===== src/rtl/pipe_stage_buf_if.sv =====
// Valid/ready stream carrying a datapath and a control payload.
// master drives valid/data/ctrl, slave drives ready.
interface pipe_stage_buf_if #(
    parameter int unsigned DATA_W = 32,
    parameter int unsigned CTRL_W = 24
);
    logic              valid;
    logic              ready;
    logic [DATA_W-1:0] data;
    logic [CTRL_W-1:0] ctrl;

    modport master (
        output valid,
        output data,
        output ctrl,
        input  ready
    );

    modport slave (
        input  valid,
        input  data,
        input  ctrl,
        output ready
    );
endinterface


===== src/rtl/pipe_stage_buf.sv =====
// Generic elastic pipeline-stage register: DEPTH-entry FIFO of {data, ctrl}
// with valid/ready on both sides, synchronous flush and bubble counter.
module pipe_stage_buf #(
    parameter int unsigned          DATA_W      = 32,
    parameter int unsigned          CTRL_W      = 24,
    parameter int unsigned          DEPTH       = 2,
    parameter logic [CTRL_W-1:0]    CTRL_BUBBLE = '0
) (
    input  logic                         CLK,
    input  logic                         RST,
    input  logic                         flush,
    pipe_stage_buf_if.slave              in_if,
    pipe_stage_buf_if.master             out_if,
    output logic [$clog2(DEPTH+1)-1:0]   count,
    output logic [15:0]                  bubble_cnt
);
    localparam int unsigned PW = (DEPTH > 1) ? $clog2(DEPTH) : 1;
    localparam int unsigned CW = $clog2(DEPTH + 1);

    typedef logic [PW-1:0] ptr_t;

    logic [DATA_W-1:0] data_q [DEPTH];
    logic [CTRL_W-1:0] ctrl_q [DEPTH];

    ptr_t          wptr_q, wptr_d;
    ptr_t          rptr_q, rptr_d;
    logic [CW-1:0] count_q, count_d;
    logic [15:0]   bub_q, bub_d;

    logic empty, full, pop, push;

    function automatic ptr_t ptr_inc(ptr_t p);
        return (p == ptr_t'(DEPTH - 1)) ? '0 : p + ptr_t'(1);
    endfunction

    assign empty = (count_q == '0);
    assign full  = (count_q == CW'(DEPTH));
    assign pop   = ~empty & out_if.ready;
    // A same-cycle pop frees the slot, so a full stage still accepts.
    assign in_if.ready = ~full | pop;
    assign push        = in_if.valid & in_if.ready & ~flush;

    assign out_if.valid = ~empty;
    assign out_if.data  = empty ? '0 : data_q[rptr_q];
    assign out_if.ctrl  = empty ? CTRL_BUBBLE : ctrl_q[rptr_q];
    assign count        = count_q;
    assign bubble_cnt   = bub_q;

    always_comb begin
        wptr_d  = wptr_q;
        rptr_d  = rptr_q;
        count_d = count_q;
        bub_d   = bub_q;
        if (flush) begin
            wptr_d  = '0;
            rptr_d  = '0;
            count_d = '0;
        end else begin
            if (push) wptr_d = ptr_inc(wptr_q);
            if (pop)  rptr_d = ptr_inc(rptr_q);
            unique case ({push, pop})
                2'b10:   count_d = count_q + CW'(1);
                2'b01:   count_d = count_q - CW'(1);
                default: count_d = count_q;
            endcase
        end
        if (out_if.ready && empty && bub_q != 16'hFFFF)
            bub_d = bub_q + 16'd1;
    end

    always_ff @(posedge CLK or posedge RST) begin
        if (RST) begin
            wptr_q  <= '0;
            rptr_q  <= '0;
            count_q <= '0;
            bub_q   <= '0;
        end else begin
            wptr_q  <= wptr_d;
            rptr_q  <= rptr_d;
            count_q <= count_d;
            bub_q   <= bub_d;
        end
    end

    // Storage needs no reset: only slots below count are ever read.
    always_ff @(posedge CLK) begin
        if (push) begin
            data_q[wptr_q] <= in_if.data;
            ctrl_q[wptr_q] <= in_if.ctrl;
        end
    end
endmodule

===== src/flat_wrapper.sv =====
// flat-port wrapper written by rule: the top's interface ports become plain ports
module pipe_stage_buf_flat 
#(
    parameter int unsigned          DATA_W      = 32,
    parameter int unsigned          CTRL_W      = 24,
    parameter int unsigned          DEPTH       = 2,
    parameter logic [CTRL_W-1:0]    CTRL_BUBBLE = '0
)
  (CLK, RST, flush, count, bubble_cnt, in_if_valid, in_if_data, in_if_ctrl, in_if_ready, out_if_valid, out_if_data, out_if_ctrl, out_if_ready);
  pipe_stage_buf_if #(.DATA_W(DATA_W), .CTRL_W(CTRL_W)) in_if_i ();
  pipe_stage_buf_if #(.DATA_W(DATA_W), .CTRL_W(CTRL_W)) out_if_i ();
  input  logic CLK;
  input  logic RST;
  input  logic flush;
  output logic [$clog2(DEPTH+1)-1:0] count;
  output logic [15:0] bubble_cnt;
  input wire logic [$bits(in_if_i.valid)-1:0] in_if_valid;
  input wire logic [$bits(in_if_i.data)-1:0] in_if_data;
  input wire logic [$bits(in_if_i.ctrl)-1:0] in_if_ctrl;
  output wire logic [$bits(in_if_i.ready)-1:0] in_if_ready;
  output wire logic [$bits(out_if_i.valid)-1:0] out_if_valid;
  output wire logic [$bits(out_if_i.data)-1:0] out_if_data;
  output wire logic [$bits(out_if_i.ctrl)-1:0] out_if_ctrl;
  input wire logic [$bits(out_if_i.ready)-1:0] out_if_ready;
  assign in_if_i.valid = in_if_valid;
  assign in_if_i.data = in_if_data;
  assign in_if_i.ctrl = in_if_ctrl;
  assign in_if_ready = in_if_i.ready;
  assign out_if_valid = out_if_i.valid;
  assign out_if_data = out_if_i.data;
  assign out_if_ctrl = out_if_i.ctrl;
  assign out_if_i.ready = out_if_ready;
  pipe_stage_buf #(.DATA_W(DATA_W), .CTRL_W(CTRL_W), .DEPTH(DEPTH), .CTRL_BUBBLE(CTRL_BUBBLE)) u_core (.CLK(CLK), .RST(RST), .flush(flush), .in_if(in_if_i), .out_if(out_if_i), .count(count), .bubble_cnt(bubble_cnt));
endmodule

===== config.mk =====
export PLATFORM = sky130hd
export DESIGN_NAME = pipe_stage_buf_flat
export DESIGN_NICKNAME = d
export VERILOG_FILES = /design/src/rtl/pipe_stage_buf_if.sv /design/src/rtl/pipe_stage_buf.sv /design/src/flat_wrapper.sv
export SDC_FILE = /design/constraint.sdc
export NUM_CORES = 1
export LEC_CHECK = 0
export CAP_MARGIN = 20
export CORE_MARGIN = 2
export CORE_UTILIZATION = 48
export CTS_CLUSTER_SIZE = 25
export DETAILED_ROUTE_END_ITERATION = 8
export PLACE_DENSITY = 0.76
export SETUP_SLACK_MARGIN = 0.1
export SKIP_CTS_REPAIR_TIMING = 1
export SYNTH_ARGS = -nofsm -noshare
export SYNTH_HDL_FRONTEND = slang
export SYNTH_SLANG_ARGS = --single-unit

===== constraint.sdc =====
create_clock -name CLK -period 7 [get_ports CLK]
set_input_delay 2.1 -clock CLK [delete_from_list [all_inputs] [get_ports CLK]]
set_output_delay 2.1 -clock CLK [all_outputs]
set_load 0.02 [all_outputs]

==> results of run 1 <==
==> power by group <==
group | internal [µW] | switching, µW | total, µW
Combinational | 162 | 164 | 325
Clock | 654 | 328 | 982
Sequential | 905 | 49.6 | 955
Total | 1720 | 541 | 2260
==> worst reg2reg max path, stage by stage, from the launching register on <==
cell and delay (ps):
dfrtp_1 480, or3b_2 250, nand2_1 170, nor3b_4 710, buf_4 600
==> sequential cells by signal (all words and copies together) (netlist names) <==
| register | flops |
|---|---|
| u_core.data_q | 64 |
| u_core.ctrl_q | 48 |
| u_core.bubble_cnt | 16 |
| u_core.count | 2 |
| u_core.rptr_q | 1 |
| u_core.wptr_q | 1 |
==> layout make-up <==
| type | instances | area share [%] |
|---|---|---|
| clock buffers | 17 | 5.56 |
| clock inverters | 15 | 3.36 |
| inverters | 5 | 0.252 |
| multi-input cells | 188 | 17.5 |
| flip-flops and latches | 132 | 51.9 |
| well taps | 140 | 2.35 |
| repair buffers | 141 | 19.0 |
==> kinds of logic after synthesis <==
family          Yosys count  synth area share (%)
xor+xnor                 14                  2.35
fa+ha+maj                 1                 0.239
compound gates           11                  1.39
flops                   132                  74.0
buf+inv                  20                  1.58
mux                      59                  11.3
simple gates            103                  9.15
==> cells in the mapped netlist (all sizes together), types with 5 or more instances <==
cell	instances
edfxtp	112
nand2	10
nand3	5
nor4	6
a21oi	5
dfrtp	20
buf	8
nor3	6
xor2	14
nor2	66
clkbuf	7
inv	5
mux2i	58
==> layer usage <==
layer / part of all wire (%) / up-vias / track usage, % / wire [µm]
met1: 40 / 1561 / 22.9 / 4290
met5: 0 / - / 0 / 0
met3: 7.1 / 10 / 7.41 / 762
met4: 0.93 / 0 / 7.33 / 99
li1: - / 1553 / - / -
met2: 52 / 124 / 32.9 / 5530
==> worst max-delay path by stage <==
stage	to	slack (ps)	depth (start not counted)
6_report	in_if_ready	1110	3
4_1_cts	in_if_ready	1120	3
2_1_floorplan	u_core.ctrl_q[1][0]$_DFFE_PP_	1700	4
5_1_grt	in_if_ready	1050	3
3_3_place_gp	in_if_ready	1140	3
3_5_place_dp	in_if_ready	1120	3
==> per-stage QoR <==
stage | hold WS (ps) | setup slack (ps)
floorplan | 535 | 1700
global placement | 481 | 1140
detailed placement | 501 | 1120
CTS | 509 | 1120
global route | 529 | 1050
finish | 498 | 1110
==> results.txt, run 1 <==
----------------------------------------------------
[Cells and area]
  Final nets ... 547
  Layout filler cell count ... 743
  Final cell area excluding filler cells ... 7450 µm²
  Layout area overhead ... 42.6%
  Share of cells above drive strength 1 ... 9.04%
  Post-layout utilization of the core ... 69.3%
  Final instance count without filler cells ... 638
  Commonest non-fill, non-tap cell in the layout ... clkdlybuf4s50_1
  Antenna cell count ... 0
  Combined flip-flop and latch cell area ... 3870 µm²
  Multi-input gate area ... 1310 µm²
  Top library cells by usage in the layout, fill and taps aside ... clkdlybuf4s50_1 (136), edfxtp_1 (112), nor2_1 (65), mux2i_1 (58), dfrtp_1 (19)

[Detailed routing]
  Iteration-0 DRC Markers ... 153
  Total wire length after detailed routing ... 10.7 mm
  Vias per cell ... 5.09
  Number of DRC violations after detailed routing ... 0
  Via count ... 3,248
  Length of the first detailed-routing pass in iterations ... 4
  Mean routed wirelength per cell ... 16.7 µm
  Number of antenna-violating nets in the routed design ... 0

[Floorplanning]
  Row Count ... 38
  Horizontal die dimension ... 108 µm
  Placeable Area ... 10,700 µm²
  Starting density of the core ... 48.6%
  Number of placed I/O pins ... 137
  Die boundary height ... 108 µm
  Die footprint ... 11,700 µm²

[Worst setup path]
  Chain of cells forming the critical path ... clkdlybuf4s50_1, or3b_2, clkdlybuf4s50_1
  Type of the worst setup path ... input pin to primary output
  Launch point of the worst path ... out_if_ready
  Count of buffering cells on the critical path with inverters included ... 2
  CP startpoint kind ... input pin
  Delay of the slowest critical-path stage ... 600 ps
  CP endpoint kind ... primary output
  Launching point of the worst reg2reg path ... u_core.count[1]$_DFFE_PP0P_
  Critical path fanouts, max ... 9
  Slowest cell on crit path ... clkdlybuf4s50_1
  Arrival time at the worst endpoint ... 3790 ps
  R2R depth ... 4
  Most frequent cell on the critical path ... clkdlybuf4s50_1
  Reg-to-Reg End ... u_core.data_q[1][0]$_DFFE_PP_
  Cell family with the largest share of critical-path delay ... buffers and inverters
  Data required time at the worst endpoint ... 4900 ps
  Worst setup slack for register-to-register paths ... 4370 ps

[Synthesis]
  Asr flop ratio synth ... 15.2%
  Register bit count reported by yosys ... 132
  Unique cell type count in the Yosys netlist ... 32
  Fraction of synthesized cell area taken by the top area cell type ... 64.4%
  Average size of a mapped cell ... 15.4 µm²
  Post-synthesis cell type with the largest combined area ... edfxtp_1
  Cells after synthesis ... 340
  Portion of the post-synthesis area used by sequential elements ... 74.0%
  Area contributors post-synth ... edfxtp_1 (64%), mux2i_1 (11%), dfrtp_1 (9.6%)
  Number of warning messages in the yosys log ... 0
  Predominant post-synthesis flop cell ... edfxtp_1
  Number of enable flip-flop cells after synthesis ... 112
  Mapped cell area ... 5220 µm²
  Syn nets ... 402

[Place]
  Dpl cell area ... 6790 µm²
  Routability congestion estimate from global placement ... 0.817
  Detailed Place HPWL ... 7.00 mm
  IO buf count ... 136
  Placed cell count ... 606

[STA]
  Transition time at the pin with the least slew margin ... 1010 ps
  Accumulated negative setup slack ... 0 ps
  Setup skew after layout ... 11.3 ps
  Crit share post-route ... 84.1%
  Min Clock Period, post-route ... 5890 ps
  Final-report max-slew violation count ... 0
  Hold Fails Final Rpt ... 0
  RSZ-0062 raised after global routing ... false
  Highest attainable clock frequency ... 170 MHz
  Count of endpoints failing setup in the final report ... 0
  Slew margin rel. ... 32.7%

[GRT]
  Total global routing track utilization ... 19.6%
  Via count of the first global-routing pass ... 3,436
  Grt ovf ... 0
  Pin count of the biggest net entering global routing ... 58
  Wire length of the first global-routing pass ... 17.0 mm
  Antenna violations before repair ... 0

[Power and ir drop]
  Pwr/cell area ... 304 nW/µm²
  Sum of internal, switching and leakage power ... 2260 µW
  Maximum ir drop on the vdd rail ... 196 µV
  Standby leakage power ... 0.00264 µW

[CTS]
  Sink Count ... 132
  H-tree Lvls ... 4
  Buffer cell driving the clock tree root ... clkbuf_8
  Clock latency reported for the late side of the worst-skew pair ... 510 ps
  TritonCTS clock tree ... done
  Max Root-Sink Buffers ... 2
  Clock transition at path regs ... 60 ps
  Num CTS Buffers ... 17

[Hold path]
  Hold Path Stages ... 1
  Worst Hold Path EP ... u_core.bubble_cnt[15]$_DFFE_PP0P_
  Start point of the worst min-delay path ... u_core.bubble_cnt[15]$_DFFE_PP0P_
  Worst hold path class ... register to register

[Flow run]
  Max Cap Violations ... 0

[Status]
  Status ... finished, final reports clean

----------------------------------------------------
Power figures use the tool's default switching activity.
==> inputs of run 2 (changes only) <==
- CORE_UTILIZATION: 48 -> 44
- PLACE_DENSITY: 0.76 -> 0.73
- clock period: 7 -> 4.7 ns (I/O delays scaled with it)
==> run 2 against run 1 <==
The run now ends with DRC left. Register-to-register slack got worse by 1600 ps. Cell count up 0.78%. Design area is 0.97% lower. Largest cell class unchanged. Via count rose by 0.92%. Global-route usage decreased by 2.1 points. Sequential share of layout area up 0.51 points.
==> results.txt, run 2 (synthesis gave the netlist of run 1 again) <==
----------------------------------------------------
[Status]
  Status ... complete, but fails checks
  Violations in the final reports ... DRC

[STA]
  Worst hold-check slack ... 505 ps (+6.80 ps)
  Setup skew after layout ... 6.81 ps (-4.48 ps)
  Highest attainable clock frequency ... 231 MHz
  Slew margin rel. ... 47.4% (+15 points)
  Count of endpoints failing setup in the final report ... 0 (unchanged)
  Min Clock Period, post-route ... 4340 ps
  RSZ-0062 raised after global routing ... false
  Accumulated negative setup slack ... 0 ps (unchanged)
  Final-report max-slew violation count ... 0 (unchanged)
  Crit share post-route ... 92.3%
  Transition time at the pin with the least slew margin ... 788 ps (-221 ps)
  Hold Fails Final Rpt ... 0 (unchanged)

[GRT]
  Antenna violations before repair ... 0 (unchanged)
  Total global routing track utilization ... 17.4% (-2.1 points)
  Via count of the first global-routing pass ... 3,509 (+2.1%)
  Wire length of the first global-routing pass ... 16.9 mm (-0.65%)
  Pin count of the biggest net entering global routing ... 41 (-29%)
  Grt ovf ... 0 (unchanged)

[Detailed routing]
  Highest routed layer ... met4
  Number of DRC violations after detailed routing ... 6 (+6)
  Detailed-route wire length on metal 1 ... 4.39 mm (+2.4%)
  Iteration-0 DRC Markers ... 173 (+13%)
  Detail Route met2 WL ... 5.45 mm (-1.6%)
  Met3 Wirelength ... 839 µm (+10%)
  Mean routed wirelength per cell ... 16.8 µm (+0.52%)
  Via count ... 3,278 (+0.92%)
  Number of antenna-violating nets in the routed design ... 0 (unchanged)
  Length of the first detailed-routing pass in iterations ... 7 (+3)
  Vias per cell ... 5.10 (+0.14%)
  Total wire length after detailed routing ... 10.8 mm (+1.3%)

[Cells and area]
  Register containing the most flip-flops in the final layout ... u_core.data_q
  Share of cells above drive strength 1 ... 9.20% (+0.16 points)
  Commonest non-fill, non-tap cell in the layout ... clkdlybuf4s50_1
  Antenna cell count ... 0 (unchanged)
  Largest register FFs ... 64 (unchanged)
  Top library cells by usage in the layout, fill and taps aside ... clkdlybuf4s50_1 (136), edfxtp_1 (112), nor2_1 (65), mux2i_1 (58), dfrtp_1 (19)
  Final nets ... 549 (+0.37%)
  Layout area overhead ... 41.2%

[Worst setup path]
  Data required time at the worst endpoint ... 3290 ps (-1610 ps)
  R2R depth ... 4 (unchanged)
  CP startpoint kind ... input pin
  Type of the worst setup path ... input pin to primary output
  Reg-to-Reg End ... u_core.bubble_cnt[6]$_DFFE_PP0P_
  Worst setup slack for register-to-register paths ... 2740 ps (-1630 ps)
  CP endpoint kind ... primary output
  Launching point of the worst reg2reg path ... u_core.count[0]$_DFFE_PP0P_
  Critical path fanouts, max ... 2 (-7)
  Arrival time at the worst endpoint ... 2930 ps (-860 ps)

[Power and ir drop]
  Pwr/cell area ... 428 nW/µm² (+41%)
  Standby leakage power ... 0.00259 µW (-1.8%)
  Maximum ir drop on the vdd rail ... 311 µV (+59%)

[Floorplanning]
  Placeable Area ... 11,500 µm² (+7.2%)
  Starting density of the core ... 45.4% (-3.3 points)
  Number of placed I/O pins ... 137 (unchanged)
  Die footprint ... 12,800 µm² (+8.8%)
  Horizontal die dimension ... 113 µm (+4.3%)
  Row Count ... 39 (+2.6%)
  Die boundary height ... 113 µm (+4.3%)

[CTS]
  H-tree Lvls ... 4 (unchanged)
  Sink Count ... 132 (unchanged)
  Num CTS Buffers ... 17 (unchanged)
  Clock transition at path regs ... 60 ps (about the same)
  Clock latency reported for the late side of the worst-skew pair ... 410 ps (-100 ps)
  TritonCTS clock tree ... done
  Buffer cell driving the clock tree root ... clkbuf_16
  Max Root-Sink Buffers ... 2 (unchanged)

[Place]
  Detailed Place HPWL ... 7.09 mm (+1.4%)
  Routability congestion estimate from global placement ... 0.769 (-5.8%)
  IO buf count ... 136 (unchanged)

[Hold path]
  Worst hold path class ... register to register
  Worst Hold Path EP ... u_core.bubble_cnt[15]$_DFFE_PP0P_
  Hold Path Stages ... 1 (unchanged)
  Start point of the worst min-delay path ... u_core.bubble_cnt[15]$_DFFE_PP0P_

[Flow run]
  Max Cap Violations ... 0 (unchanged)

----------------------------------------------------
-- run 2: worst max-delay path by stage --
stage / from / to / slack (ps) / depth (start not counted)
floorplan: out_if_ready / u_core.ctrl_q[1][0]$_DFFE_PP_ / 90 / 4
global placement: out_if_ready / in_if_ready / 350 / 3
detailed placement: out_if_ready / in_if_ready / 360 / 3
CTS: out_if_ready / in_if_ready / 350 / 3
global route: out_if_ready / in_if_ready / 330 / 3
finish: out_if_ready / in_if_ready / 360 / 3
-- run 2: power by group --
part	internal (µW)	switching (µW)
Clock	774	471
Combinational	242	258
Sequential	1350	62.3
Total	2360	792
-- run 2: per-stage QoR --
stage	util [%]	instance area, µm²	setup WS (ps)	power (µW)	cells
after CTS	64.1	7380	352	3180	643
after floorplan	-	5230	90.1	1680	340
final	64.1	7380	362	3160	643
after global routing	64.1	7380	331	3270	643
after detailed placement	59.1	6810	363	1940	611
after global placement	59.1	6810	349	1920	611
-- run 2: final cells by class --
| class | count | area (µm²) |
|---|---|---|
| Multi-Input combinational cell | 188 | 1310 |
| Inverter | 5 | 18.8 |
| Clock buffer | 18 | 429 |
| Sequential cell | 132 | 3870 |
| Timing Repair Buffer | 143 | 1440 |
| Tap cell | 143 | 179 |
| Fill cell | 844 | 4140 |
| Clock inverter | 14 | 139 |
-- run 2: worst max-delay path: stages --
cell             delay (ps)
clkdlybuf4s50_1         460
or3b_2                  490
clkdlybuf4s50_1         570
-- run 2: layer usage --
metal	vias up	track usage (%)
met2	110	29.3
met5	-	0
met4	0	6.83
met3	16	6.96
met1	1603	20.2
li1	1549	-
==> inputs of run 3 (changes only) <==
- CORE_UTILIZATION: 44 -> 56
- DONT_BUFFER_PORTS: unset -> 1
- PLACE_DENSITY: 0.73 -> 0.71
- SKIP_LAST_GASP: unset -> 1
==> run 3 against run 2 <==
The run now ends clean. Worst hold slack better by 120 ps. Maximum frequency is 15% higher. Clock power grew 4%. Sequential cell count stayed put. Count of clock-buffer cells in the layout unchanged. Global-route usage increased by 0.72 points. Non-clock buffer count down 137. Combinational power shrank 50%. First-iteration DRC count down 39%. Via count fell by 16%. Sequential share of layout area grew 12 points. Sequential power is 4% higher.
==> results.txt, run 3 (synthesis gave the netlist of run 1 again) <==
----------------------------------------------------
[Status]
  Status ... finished, final reports clean

[Worst setup path]
  Chain of cells forming the critical path ... nor2_4, buf_4, nor2_1
  Data required time at the worst endpoint ... 3290 ps (about the same)
  Arrival time at the worst endpoint ... 2360 ps (-570 ps)
  Slowest cell on crit path ... nor2_4
  CP endpoint kind ... primary output
  Worst setup slack for register-to-register paths ... 2320 ps (-420 ps)
  Type of the worst setup path ... register to primary output
  Delay of the slowest critical-path stage ... 820 ps (+250 ps)
  CP startpoint kind ... register
  Critical path fanouts, max ... 36 (+34)

[Floorplanning]
  Die boundary height ... 101 µm (-11%)
  Number of placed I/O pins ... 137 (unchanged)
  Placeable Area ... 9150 µm² (-21%)
  Starting density of the core ... 57.1% (+12 points)
  Row Count ... 35 (-10%)
  Die footprint ... 10,100 µm² (-21%)
  Horizontal die dimension ... 101 µm (-11%)

[STA]
  Min Clock Period, post-route ... 3770 ps (-571 ps)
  RSZ-0062 raised after global routing ... false
  Crit share post-route ... 80.1% (-12 points)
  Count of endpoints failing setup in the final report ... 0 (unchanged)
  Accumulated negative setup slack ... 0 ps (unchanged)
  Worst hold-check slack ... 623 ps (+118 ps)
  Setup skew after layout ... 9.14 ps (+2.34 ps)
  Final-report max-slew violation count ... 0 (unchanged)
  Slew margin rel. ... 34.4% (-13 points)
  Hold Fails Final Rpt ... 0 (unchanged)
  Transition time at the pin with the least slew margin ... 984 ps (+196 ps)
  Highest attainable clock frequency ... 265 MHz (+15%)

[GRT]
  Wire length of the first global-routing pass ... 13.6 mm (-20%)
  Pin count of the biggest net entering global routing ... 58 (+41%)
  Antenna violations before repair ... 0 (unchanged)
  Total global routing track utilization ... 18.2% (+0.72 points)
  Via count of the first global-routing pass ... 2,804 (-20%)
  Grt ovf ... 0 (unchanged)

[CTS]
  Num CTS Buffers ... 17 (unchanged)
  Max Root-Sink Buffers ... 2 (unchanged)
  H-tree Lvls ... 4 (unchanged)
  Buffer cell driving the clock tree root ... clkbuf_8
  Clock latency reported for the late side of the worst-skew pair ... 500 ps (+90 ps)
  Clock transition at path regs ... 60 ps (about the same)
  Sink Count ... 132 (unchanged)
  TritonCTS clock tree ... done

[Detailed routing]
  Number of antenna-violating nets in the routed design ... 0 (unchanged)
  Number of DRC violations after detailed routing ... 0 (-6)
  Mean routed wirelength per cell ... 18.9 µm (+12%)
  Length of the first detailed-routing pass in iterations ... 5 (-2)
  Vias per cell ... 5.78 (+13%)
  Via count ... 2,740 (-16%)
  Total wire length after detailed routing ... 8.95 mm (-17%)
  Iteration-0 DRC Markers ... 106 (-39%)

[Place]
  Routability congestion estimate from global placement ... 0.867 (+13%)
  IO buf count ... 0 (-100%)
  Detailed Place HPWL ... 5.73 mm (-19%)

[Power and ir drop]
  Maximum ir drop on the vdd rail ... 286 µV (-7.9%)
  Pwr/cell area ... 502 nW/µm² (+17%)
  Standby leakage power ... 0.00210 µW (-19%)

[Cells and area]
  Antenna cell count ... 0 (unchanged)
  Top library cells by usage in the layout, fill and taps aside ... edfxtp_1 (112), nor2_1 (65), mux2i_1 (58), dfrtp_1 (19), clkbuf_16 (17)
  Register containing the most flip-flops in the final layout ... u_core.data_q
  Final nets ... 412 (-25%)
  Largest register FFs ... 64 (unchanged)
  Layout area overhead ... 14.6%
  Share of cells above drive strength 1 ... 12.4% (+3.2 points)
  Commonest non-fill, non-tap cell in the layout ... edfxtp_1

[Hold path]
  Worst hold path class ... register to register

[Flow run]
  Max Cap Violations ... 0 (unchanged)

----------------------------------------------------
[run 3: critical path, delay by kind of cell, from the launching register on]
family                 cells  cell delay, ps
flip-flops                 1             530
AND/OR/NAND/NOR            2             970
buffers and inverters      1             350
[run 3: final timing paths]
path	from	to	depth (start not counted)
hold reg to reg	u_core.wptr_q$_DFFE_PP0P_	u_core.wptr_q$_DFFE_PP0P_	2
setup / recovery	u_core.count[0]$_DFFE_PP0P_	out_if_data[1]	3
setup reg to reg	u_core.count[1]$_DFFE_PP0P_	u_core.ctrl_q[0][20]$_DFFE_PP_	5
min in group asynchronous	RST	u_core.count[0]$_DFFE_PP0P_	1
max in group asynchronous	RST	u_core.rptr_q$_DFFE_PP0P_	1
hold / removal	u_core.wptr_q$_DFFE_PP0P_	u_core.wptr_q$_DFFE_PP0P_	2
[run 3: cell type report]
cell class / count / area, µm²
fillers: 665 / 3170
clock buffers: 18 / 418
multi-input cells: 188 / 1310
repair buffers: 6 / 62.6
well taps: 111 / 139
flip-flops and latches: 132 / 3870
inverters: 5 / 18.8
clock inverters: 14 / 175
[run 3: where the power goes]
group          leakage (µW)  internal (µW)  switching, µW
clock              0.000284            813            475
combinational      0.000527           85.7            165
sequential          0.00129           1350            116
[run 3: metal layers]
metal / global-route usage [%] / up-vias / share of wire (%)
met4: 7.59 / 0 / 1.4
met1: 20.4 / 1349 / 40
met3: 9.36 / 12 / 9.2
li1: - / 1268 / -
met5: 0 / - / 0
met2: 29.3 / 111 / 49
[run 3: through the flow]
stage               setup slack [ps]  power [µW]  instance area [µm²]  utilization, %  instances
floorplan                       90.1        1680                 5230               -        340
global placement                1080        1730                 5370            58.6        441
detailed placement              1050        1740                 5370            58.6        441
CTS                              899        3020                 5960            65.1        473
global route                     759        3110                 5990            65.4        474
finish                           933        3000                 5990            65.4        474
